[config.mk]
export PLATFORM = sky130hd
export DESIGN_NAME = shift_wb_stage
export DESIGN_NICKNAME = d
export VERILOG_FILES = /design/src/rtl/cpu16_pkg.sv /design/src/rtl/skid_buf2.sv /design/src/rtl/shift_wb_stage.sv
export SDC_FILE = /design/constraint.sdc
export NUM_CORES = 1
export LEC_CHECK = 0
export CAP_MARGIN = 20
export CORE_UTILIZATION = 61
export CTS_CLUSTER_DIAMETER = 40
export DETAILED_ROUTE_END_ITERATION = 10
export DONT_BUFFER_PORTS = 1
export PLACE_DENSITY_LB_ADDON = 0.05
export SYNTH_ARGS = -nofsm -noshare
export SYNTH_HDL_FRONTEND = slang
export SYNTH_SLANG_ARGS = --single-unit
[constraint.sdc]
create_clock -name clk -period 2.6 [get_ports clk]
set_input_delay 0.78 -clock clk [delete_from_list [all_inputs] [get_ports clk]]
set_output_delay 0.78 -clock clk [all_outputs]
set_load 0.02 [all_outputs]
[src/rtl/cpu16_pkg.sv]
// Shared widths and the writeback entry record for the 16-bit core.
package cpu16_pkg;

  localparam int unsigned CPU_WIDTH = 16;
  localparam int unsigned CPU_RDW   = 4;
  localparam int unsigned STALL_W   = 16;

  // Writeback entry as held in the shift writeback stage at the core widths.
  typedef struct packed {
    logic [CPU_WIDTH-1:0] result;
    logic [CPU_RDW-1:0]   rd;
    logic                 z;
    logic                 n;
  } wb_entry_t;

endpackage : cpu16_pkg

[src/rtl/skid_buf2.sv]
// Two-entry in-order buffer with valid/ready on both sides.
// Head entry is always slot 0; slot 1 holds the younger entry when full.
module skid_buf2 #(
  parameter int unsigned PW = 22
) (
  input  logic          clk,
  input  logic          rst_n,
  input  logic          flush,
  input  logic          in_valid,
  output logic          in_ready,
  input  logic [PW-1:0] in_data,
  output logic          out_valid,
  input  logic          out_ready,
  output logic [PW-1:0] out_data
);

  logic [1:0]    cnt_q, cnt_d;
  logic [PW-1:0] e0_q, e0_d;
  logic [PW-1:0] e1_q, e1_d;
  logic          push;
  logic          pop;

  // Handshake and output presentation; payload forced to zero when empty.
  always_comb begin
    in_ready  = rst_n && (cnt_q != 2'd2);
    out_valid = (cnt_q != 2'd0);
    out_data  = out_valid ? e0_q : '0;
    push      = in_valid && in_ready;
    pop       = out_valid && out_ready;
  end

  // Next occupancy and slot contents; flush empties the buffer outright.
  always_comb begin
    cnt_d = cnt_q;
    e0_d  = e0_q;
    e1_d  = e1_q;
    if (pop) begin
      e0_d = e1_q;
    end
    if (push) begin
      if ((cnt_q == 2'd0) || ((cnt_q == 2'd1) && pop)) begin
        e0_d = in_data;
      end else begin
        e1_d = in_data;
      end
    end
    unique case ({push, pop})
      2'b10:   cnt_d = cnt_q + 2'd1;
      2'b01:   cnt_d = cnt_q - 2'd1;
      default: cnt_d = cnt_q;
    endcase
    if (flush) begin
      cnt_d = 2'd0;
    end
  end

  // State registers with synchronous active-low reset.
  always_ff @(posedge clk) begin
    if (!rst_n) begin
      cnt_q <= 2'd0;
      e0_q  <= '0;
      e1_q  <= '0;
    end else begin
      cnt_q <= cnt_d;
      e0_q  <= e0_d;
      e1_q  <= e1_d;
    end
  end

endmodule : skid_buf2

[src/rtl/shift_wb_stage.sv]
// Writeback stage for SRA shifter results: flags computed on entry,
// buffered two deep, with a saturating count of output-stall cycles.
module shift_wb_stage
  import cpu16_pkg::*;
#(
  parameter int unsigned WIDTH = CPU_WIDTH,
  parameter int unsigned RDW   = CPU_RDW
) (
  input  logic               clk,
  input  logic               rst_n,
  input  logic               flush,
  input  logic               in_valid,
  output logic               in_ready,
  input  logic [WIDTH-1:0]   in_result,
  input  logic [RDW-1:0]     in_rd,
  output logic               out_valid,
  input  logic               out_ready,
  output logic [WIDTH-1:0]   out_result,
  output logic [RDW-1:0]     out_rd,
  output logic               out_z,
  output logic               out_n,
  output logic [STALL_W-1:0] stall_cnt
);

  // Entry record at this instance's widths (matches wb_entry_t at defaults).
  typedef struct packed {
    logic [WIDTH-1:0] result;
    logic [RDW-1:0]   rd;
    logic             z;
    logic             n;
  } entry_t;

  localparam int unsigned PW = $bits(entry_t);

  entry_t                 in_entry;
  entry_t                 out_entry;
  logic   [STALL_W-1:0]   stall_q;

  // Flags are derived once at push time and travel with the entry.
  always_comb begin
    in_entry.result = in_result;
    in_entry.rd     = in_rd;
    in_entry.z      = (in_result == '0);
    in_entry.n      = in_result[WIDTH-1];
  end

  skid_buf2 #(
    .PW(PW)
  ) u_buf (
    .clk       (clk),
    .rst_n     (rst_n),
    .flush     (flush),
    .in_valid  (in_valid),
    .in_ready  (in_ready),
    .in_data   (in_entry),
    .out_valid (out_valid),
    .out_ready (out_ready),
    .out_data  (out_entry)
  );

  // Unpack the head entry onto the writeback ports.
  always_comb begin
    out_result = out_entry.result;
    out_rd     = out_entry.rd;
    out_z      = out_entry.z;
    out_n      = out_entry.n;
    stall_cnt  = stall_q;
  end

  // Saturating stall counter; flush leaves it alone, reset clears it.
  always_ff @(posedge clk) begin
    if (!rst_n) begin
      stall_q <= '0;
    end else if (out_valid && !out_ready && (stall_q != '1)) begin
      stall_q <= stall_q + STALL_W'(1);
    end
  end

endmodule : shift_wb_stage

==> impl_metrics.ini <==
[yosys]
synthDistinctLibCells = 44
synth_cells = 360
synthArstFlopShare = 0
ys.flop_type = sky130_fd_sc_hd__dfxtp_1
yosys.area.top_type = sky130_fd_sc_hd__dfxtp_1
ys_ff_latch = 61
synth.avg_cell_area_um2 = 7.97
post_synth_instance_area_um2 = 2870
synth_enable_flop_cells = 0
synth.yosys.seq_area_share = 0.426
netlist.area_leader.share = 0.426
yosys_warnings = 0
synthTopCellsByArea = sky130_fd_sc_hd__dfxtp_1, sky130_fd_sc_hd__nand2_1, sky130_fd_sc_hd__a311oi_1, sky130_fd_sc_hd__a21oi_1, sky130_fd_sc_hd__nor2b_1
synthesis.nets = 390

[placed_design]
post_place_cell_area_um2 = 2910
setup_ws_pre_cts_ns = 0.439
port_buffers = 0
post-dp-hpwl_um = 4260
gp_congestion = 0.784

[cts]
clkSinkCount = 61
tritoncts_clock_tree = yes
cts_setup_buffers = 0
ctsResizeCount = 0
tritoncts.num_buffers = 9
clk_path_buf_depth = 2
cts_root_buf = sky130_fd_sc_hd__clkbuf_8
htree_levels = 3
post_cts_hold_buffer_count = 0
clock_insertion_delay_worst_skew_ns = 0.33
path_clk_slew_ns = 0.07

[power_and_ir_drop]
power_frac_comb = 0.097
power_switching_uw = 497
power.static_leakage_nw = 1.01
power_frac_seq = 0.525
netSwitchingFraction = 0.262
pwr_density_cell_nw_per_um2 = 616
clkPwrFrac = 0.379
power.internal_mw = 1.40
design_power_total_mw = 1.90
peakVddDrop_mv = 0.331

[setup_path]
top_fanout_value_on_the_critical_path = 22
timing.critical_path.slowest_stage_cell = sky130_fd_sc_hd__nor2b_1
crit_path_max_delay_family = simple AND/OR/NAND/NOR gates
timing.critical_path.to_type = primary output
worstSetupPathType = reg2out
critical-path-max-stage-delay_ns = 0.40
timing.critical_path.arrival_ns = 1.72
required_ns = 1.82
critical_path.cell_chain = inv_1, ha_1, buf_4, nor2b_1
worstPathBufferInverterCount = 2
setup.worst_path.start_class = flop

[global_routing]
grt_start_max_net_pins = 39
grt_pass1_wl_um = 10400
first_global_vias = 2249
gr-total-overflow = 0
grt_antenna_before_repair = 0
grt_usage = 0.264

[drt]
firstDrtPassIters = 7
post_drt_via_cell_ratio = 6.00
total_via_count_after_detailed_routing = 2473
drt-wirelength-per-cell_um = 15.3
drcViolationCount = 10
ant_nets = 0
initialDrtViolationCount = 150
routed_wl_um = 6310

[final_layout]
num_antenna_cells = 0
layout.cells.most_common = sky130_fd_sc_hd__nand2_1
mostFrequentLayoutCells = sky130_fd_sc_hd__nand2_1, sky130_fd_sc_hd__dfxtp_1, sky130_fd_sc_hd__a21oi_1
design_area_um2 = 3080
area_growth_pct = 7.24
drive_gt1_frac = 0.0917
finalNetCount = 386

[sta]
finalSetupViolCount = 0
final_setup_margin_ns = 0.0963
maxClockFrequency_ghz = 0.399
final.setup.tns_ns = 0
min_period_ns = 2.50
timing.max_slew.rel_slack = 0.642
actual_slew_at_the_worst_max_slew_pin_ns = 0.532
finalCritPeriodShare = 0.963
slew_viols_final = 0
worst_clock_skew_ns = 0.00403
grt_setup_unrepaired = false
final-hold-violation-count = 0

[job]
max_cap_violations = 0

[floorplanning]
design.die.area_um2 = 4980
floorplan.rows = 24
die_h_um = 70.6
die_w_um = 70.6
start_util = 0.646
floorplan.io_pins = 65
core_um2 = 4440

[outcome]
run_status = complete, but fails checks
failed_checks = design-rule violations

[worst_hold_path]
holdCritPathClass = reg2reg
## metrics by stage
step | hold slack (ns) | utilization | instances
finish | 0.453 | 0.692 | 412
global route | 0.466 | 0.692 | 412
CTS | 0.455 | 0.692 | 412
detailed placement | 0.446 | 0.655 | 397
global placement | 0.437 | 0.655 | 397
floorplan | 0.432 | - | 360
## cell usage after synthesis (2+ instances only)
cell                        n
sky130_fd_sc_hd__nand2b_1   7
sky130_fd_sc_hd__nor4_1     4
sky130_fd_sc_hd__a311oi_1  19
sky130_fd_sc_hd__nor2_1    26
sky130_fd_sc_hd__or3_1      4
sky130_fd_sc_hd__buf_2      4
sky130_fd_sc_hd__ha_1       5
sky130_fd_sc_hd__nand2_1   91
sky130_fd_sc_hd__nor4b_1    2
sky130_fd_sc_hd__nand4_1    6
sky130_fd_sc_hd__o31ai_1    4
sky130_fd_sc_hd__mux2i_1    5
sky130_fd_sc_hd__dfxtp_1   61
sky130_fd_sc_hd__xor2_1     3
sky130_fd_sc_hd__nand3_1    5
sky130_fd_sc_hd__o21ai_0    7
sky130_fd_sc_hd__and4_1     2
sky130_fd_sc_hd__a21oi_1   32
sky130_fd_sc_hd__nor2b_1   24
sky130_fd_sc_hd__nor3_1     2
sky130_fd_sc_hd__clkbuf_1  19
sky130_fd_sc_hd__inv_1      4
sky130_fd_sc_hd__or4_1      3
## final timing paths
kind	startpoint	slack, ns	endpoint	depth (start not counted)
setup / recovery	u_buf.cnt_q[0]$_SDFFE_PP0P_	0.1	out_result[2]	4
hold / removal	u_buf.e0_q[21]$_SDFF_PN0_	0.45	u_buf.e0_q[21]$_SDFF_PN0_	2
setup reg to reg	u_buf.cnt_q[0]$_SDFFE_PP0P_	0.48	u_buf.e0_q[12]$_SDFF_PN0_	7
hold reg to reg	u_buf.e0_q[21]$_SDFF_PN0_	0.45	u_buf.e0_q[21]$_SDFF_PN0_	2
## logic make-up after synthesis
group / synth area share
AOI/OAI and AO/OA: 0.153
xor gates and xnor gates: 0.00916
adders and majority gates: 0.0218
buffers and inverters: 0.0436
DFF: 0.426
muxes: 0.0214
and+or+nand+nor: 0.325
## worst register-to-register path: stages, from the launching register on
cell and delay [ns]:
sky130_fd_sc_hd__dfxtp_1 0.37, sky130_fd_sc_hd__inv_1 0.08, sky130_fd_sc_hd__ha_1 0.29, sky130_fd_sc_hd__a21oi_1 0.23
sky130_fd_sc_hd__or2_1 0.46, sky130_fd_sc_hd__buf_4 0.29, sky130_fd_sc_hd__nor2_1 0.06, sky130_fd_sc_hd__a311oi_1 0.25
## power groups by stage
| stage | clock [mW] | combinational, mW | sequential, mW |
|---|---|---|---|
| final | 0.718 | 0.184 | 0.994 |
| after floorplan | 0 | 0.153 | 1.01 |
| after detailed placement | 0 | 0.182 | 1.01 |
| after CTS | 0.725 | 0.183 | 0.994 |
| after global placement | 0 | 0.179 | 1.01 |
| after global routing | 0.770 | 0.203 | 0.997 |
## sequential cells by signal, indices dropped and copies added, names as in the netlist
name         cells
stall_cnt       16
u_buf.e0_q      22
u_buf.e1_q      21
u_buf.cnt_q      2
## routing by layer
layer	wire length, um	up-vias	global-route usage	part of all wire
met1	2910	1155	0.347	0.46
met4	112	0	0.107	0.018
met5	0	-	0	0
li1	-	1236	-	-
met2	2850	70	0.411	0.45
met3	439	12	0.0755	0.070
## layout make-up
type | count | area (um^2)
Inverter | 6 | 22.5
Fill cell | 365 | 1370
Multi-Input combinational cell | 269 | 1520
Clock inverter | 5 | 27.5
Sequential cell | 61 | 1220
Timing Repair Buffer | 9 | 80.1
Tap cell | 52 | 65.1
Clock buffer | 10 | 138
Note: power is estimated with default switching activity, not from simulation.
==> patch, RTL diff (same flow settings) <==
Set the package constant `CPU_RDW` to 2 (it was 4).
--- a/src/rtl/cpu16_pkg.sv
+++ b/src/rtl/cpu16_pkg.sv
@@ -3,5 +3,5 @@
 
   localparam int unsigned CPU_WIDTH = 16;
-  localparam int unsigned CPU_RDW   = 4;
+  localparam int unsigned CPU_RDW   = 2;
   localparam int unsigned STALL_W   = 16;
 
Interface: changed (resized in_rd and out_rd); port bits go from 65 to 61. No check against the original RTL was run, so the function may have changed too.
==> patch against the unedited design <==
- setup slack gained 0.093 ns
- design area shrank 3.4%
- first-iteration DRC count shrank 21%
- maximum frequency grew 3.8%
- utilization grew 2.5 points
- total power grew 1.7%
- clock power grew 15%
- critical path depth is the same
- sequential cell count shrank 4
- synthesized area shrank 5.0%
- wire length shrank 4.0%
- via count shrank 4.1%
- combinational power shrank 4%
- critical path type unchanged
- largest power group unchanged
==> patch: results (changes against the unedited design) <==
{
  "cpPeakStageDelay": {"value": 0.38, "unit": "ns", "change": "-0.02 ns"},
  "drt_first_pass_iters": {"value": 4, "change": "-3"},
  "finClkSkew": {"value": 0.008318, "unit": "ns", "change": "+0.004291 ns"},
  "synth-adder-area-share": {"value": 2.296, "unit": "%", "change": "+0.12 points"},
  "dr_iter_0_viols": {"value": 119, "change": "-21%"},
  "place.detailed.hpwl": {"value": 4061, "unit": "um", "change": "-4.8%"},
  "status": {"value": "finished, final reports clean"},
  "cpMaxStageDelayCell": {"value": "sky130_fd_sc_hd__dfxtp_1"},
  "synth_compound_area_share": {"value": 14.37, "unit": "%", "change": "-0.94 points"},
  "vias": {"value": 2371, "change": "-4.1%"},
  "synth_edf_count": {"value": 0, "change": "unchanged"},
  "vdd_ir_drop_max": {"value": 545.2, "unit": "uV", "change": "+64%"},
  "gp_congestion": {"value": 0.8512, "change": "+8.6%"},
  "static-leakage-power": {"value": 1.033, "unit": "nW", "change": "+1.8%"},
  "yosysSeqAreaShare": {"value": 41.87, "unit": "%", "change": "-0.69 points"},
  "post_synth_most_frequent_cells": {"value": "sky130_fd_sc_hd__nand2_1 (87), sky130_fd_sc_hd__dfxtp_1 (57), sky130_fd_sc_hd__a21oi_1 (27), sky130_fd_sc_hd__nor2_1 (24), sky130_fd_sc_hd__nor2b_1 (22)"},
  "netlist-cell-type-count": {"value": 43, "change": "-2.3%"},
  "num-fill-cells": {"value": 364, "change": "-0.27%"},
  "arrival": {"value": 1.63, "unit": "ns", "change": "-0.09 ns"},
  "final_layout_size_suffix_gt1_share": {"value": 10.09, "unit": "%", "change": "+0.92 points"},
  "grt_start_max_net_pins": {"value": 37, "change": "-5.1%"},
  "max_slew.worst_pin.slew": {"value": 0.6343, "unit": "ns", "change": "+0.1018 ns"},
  "num_antenna_cells": {"value": 0, "change": "unchanged"},
  "grt_pass1_wl": {"value": 9501, "unit": "um", "change": "-8.6%"},
  "synthXorXnorAreaFrac": {"value": 0.6428, "unit": "%", "change": "-0.27 points"},
  "netlist_top_cells_area": {"value": "sky130_fd_sc_hd__dfxtp_1 (42%), sky130_fd_sc_hd__nand2_1 (12%), sky130_fd_sc_hd__a311oi_1 (5.5%), sky130_fd_sc_hd__nor2b_1 (5.1%), sky130_fd_sc_hd__a21oi_1 (5.0%)"},
  "synthesis.nets": {"value": 369, "change": "-5.4%"},
  "synth_mux_area_share": {"value": 3.719, "unit": "%", "change": "+1.6 points"}
}
[patch: changes by cell type after synthesis, moves of 3 or more]
cell                       delta
sky130_fd_sc_hd__clkbuf_1     -6
sky130_fd_sc_hd__a21oi_1      -5
sky130_fd_sc_hd__mux2i_1      +4
sky130_fd_sc_hd__o21ai_0      -3
sky130_fd_sc_hd__nor4_1       +3
sky130_fd_sc_hd__dfxtp_1      -4
sky130_fd_sc_hd__nand2_1      -4
[patch: area by class of cell]
cell class	instances	share of cell area, %
Clock buffer	11	4.756
Clock inverter	5	1.852
Inverter	6	0.7576
Multi-Input combinational cell	256	49.12
Sequential cell	57	38.38
Tap cell	50	2.104
Timing Repair Buffer	12	3.030
[patch: kinds of logic (layout without fill, tap and decap cells)]
kind of cell,count (synthesis),after routing
and+or+nand+nor,180,180
AOI/OAI and AO/OA,59,59
DFF,57,57
buffers and inverters,28,34
muxes,10,10
adders and majority gates,5,5
xor gates and xnor gates,2,2
[patch: layer usage]
| layer | GRT usage [%] | part of all wire (%) | vias to the layer above |
|---|---|---|---|
| met5 | 0 | 0 | - |
| met4 | 13.01 | 1.4 | 0 |
| met3 | 6.743 | 5.7 | 9 |
| met2 | 42.96 | 46 | 56 |
| met1 | 35.29 | 47 | 1119 |
| li1 | - | - | 1187 |
[patch: power by group]
part	leakage (nW)	internal, W	switching (W)
Combinational	0.475	0.0000620	0.000115
Sequential	0.463	0.000909	0.0000167
Clock	0.0953	0.000465	0.000360
[patch: path summary, 6_finish.rpt]
kind | startpoint | to | slack [ns] | cells after the start
worst max-delay path | u_buf.cnt_q[0] | out_result[5] | 0.19 | 4
worst min-delay path | u_buf.e0_q[0] | u_buf.e0_q[0] | 0.45 | 2
worst max register to register | u_buf.cnt_q[0] | u_buf.e0_q[8] | 0.57 | 7
worst min register to register | u_buf.e0_q[0] | u_buf.e0_q[0] | 0.45 | 2
[patch: critical path: cells and delay by family (launching register included)]
kind	cells	cell delay [ns]
flops	1	0.38
fa+ha+maj	1	0.25
buf+inv	2	0.30
simple gates	1	0.37
[patch: metrics by stage]
stage / total power (W) / area (um^2) / std cells / setup WS (ns)
floorplan: 0.001087 / 2725 / 341 / 0.6310
global placement: 0.001116 / 2776 / 381 / 0.5763
detailed placement: 0.001122 / 2776 / 381 / 0.5064
CTS: 0.001934 / 2973 / 397 / 0.1654
global route: 0.001997 / 2973 / 397 / 0.06485
finish: 0.001927 / 2973 / 397 / 0.1888
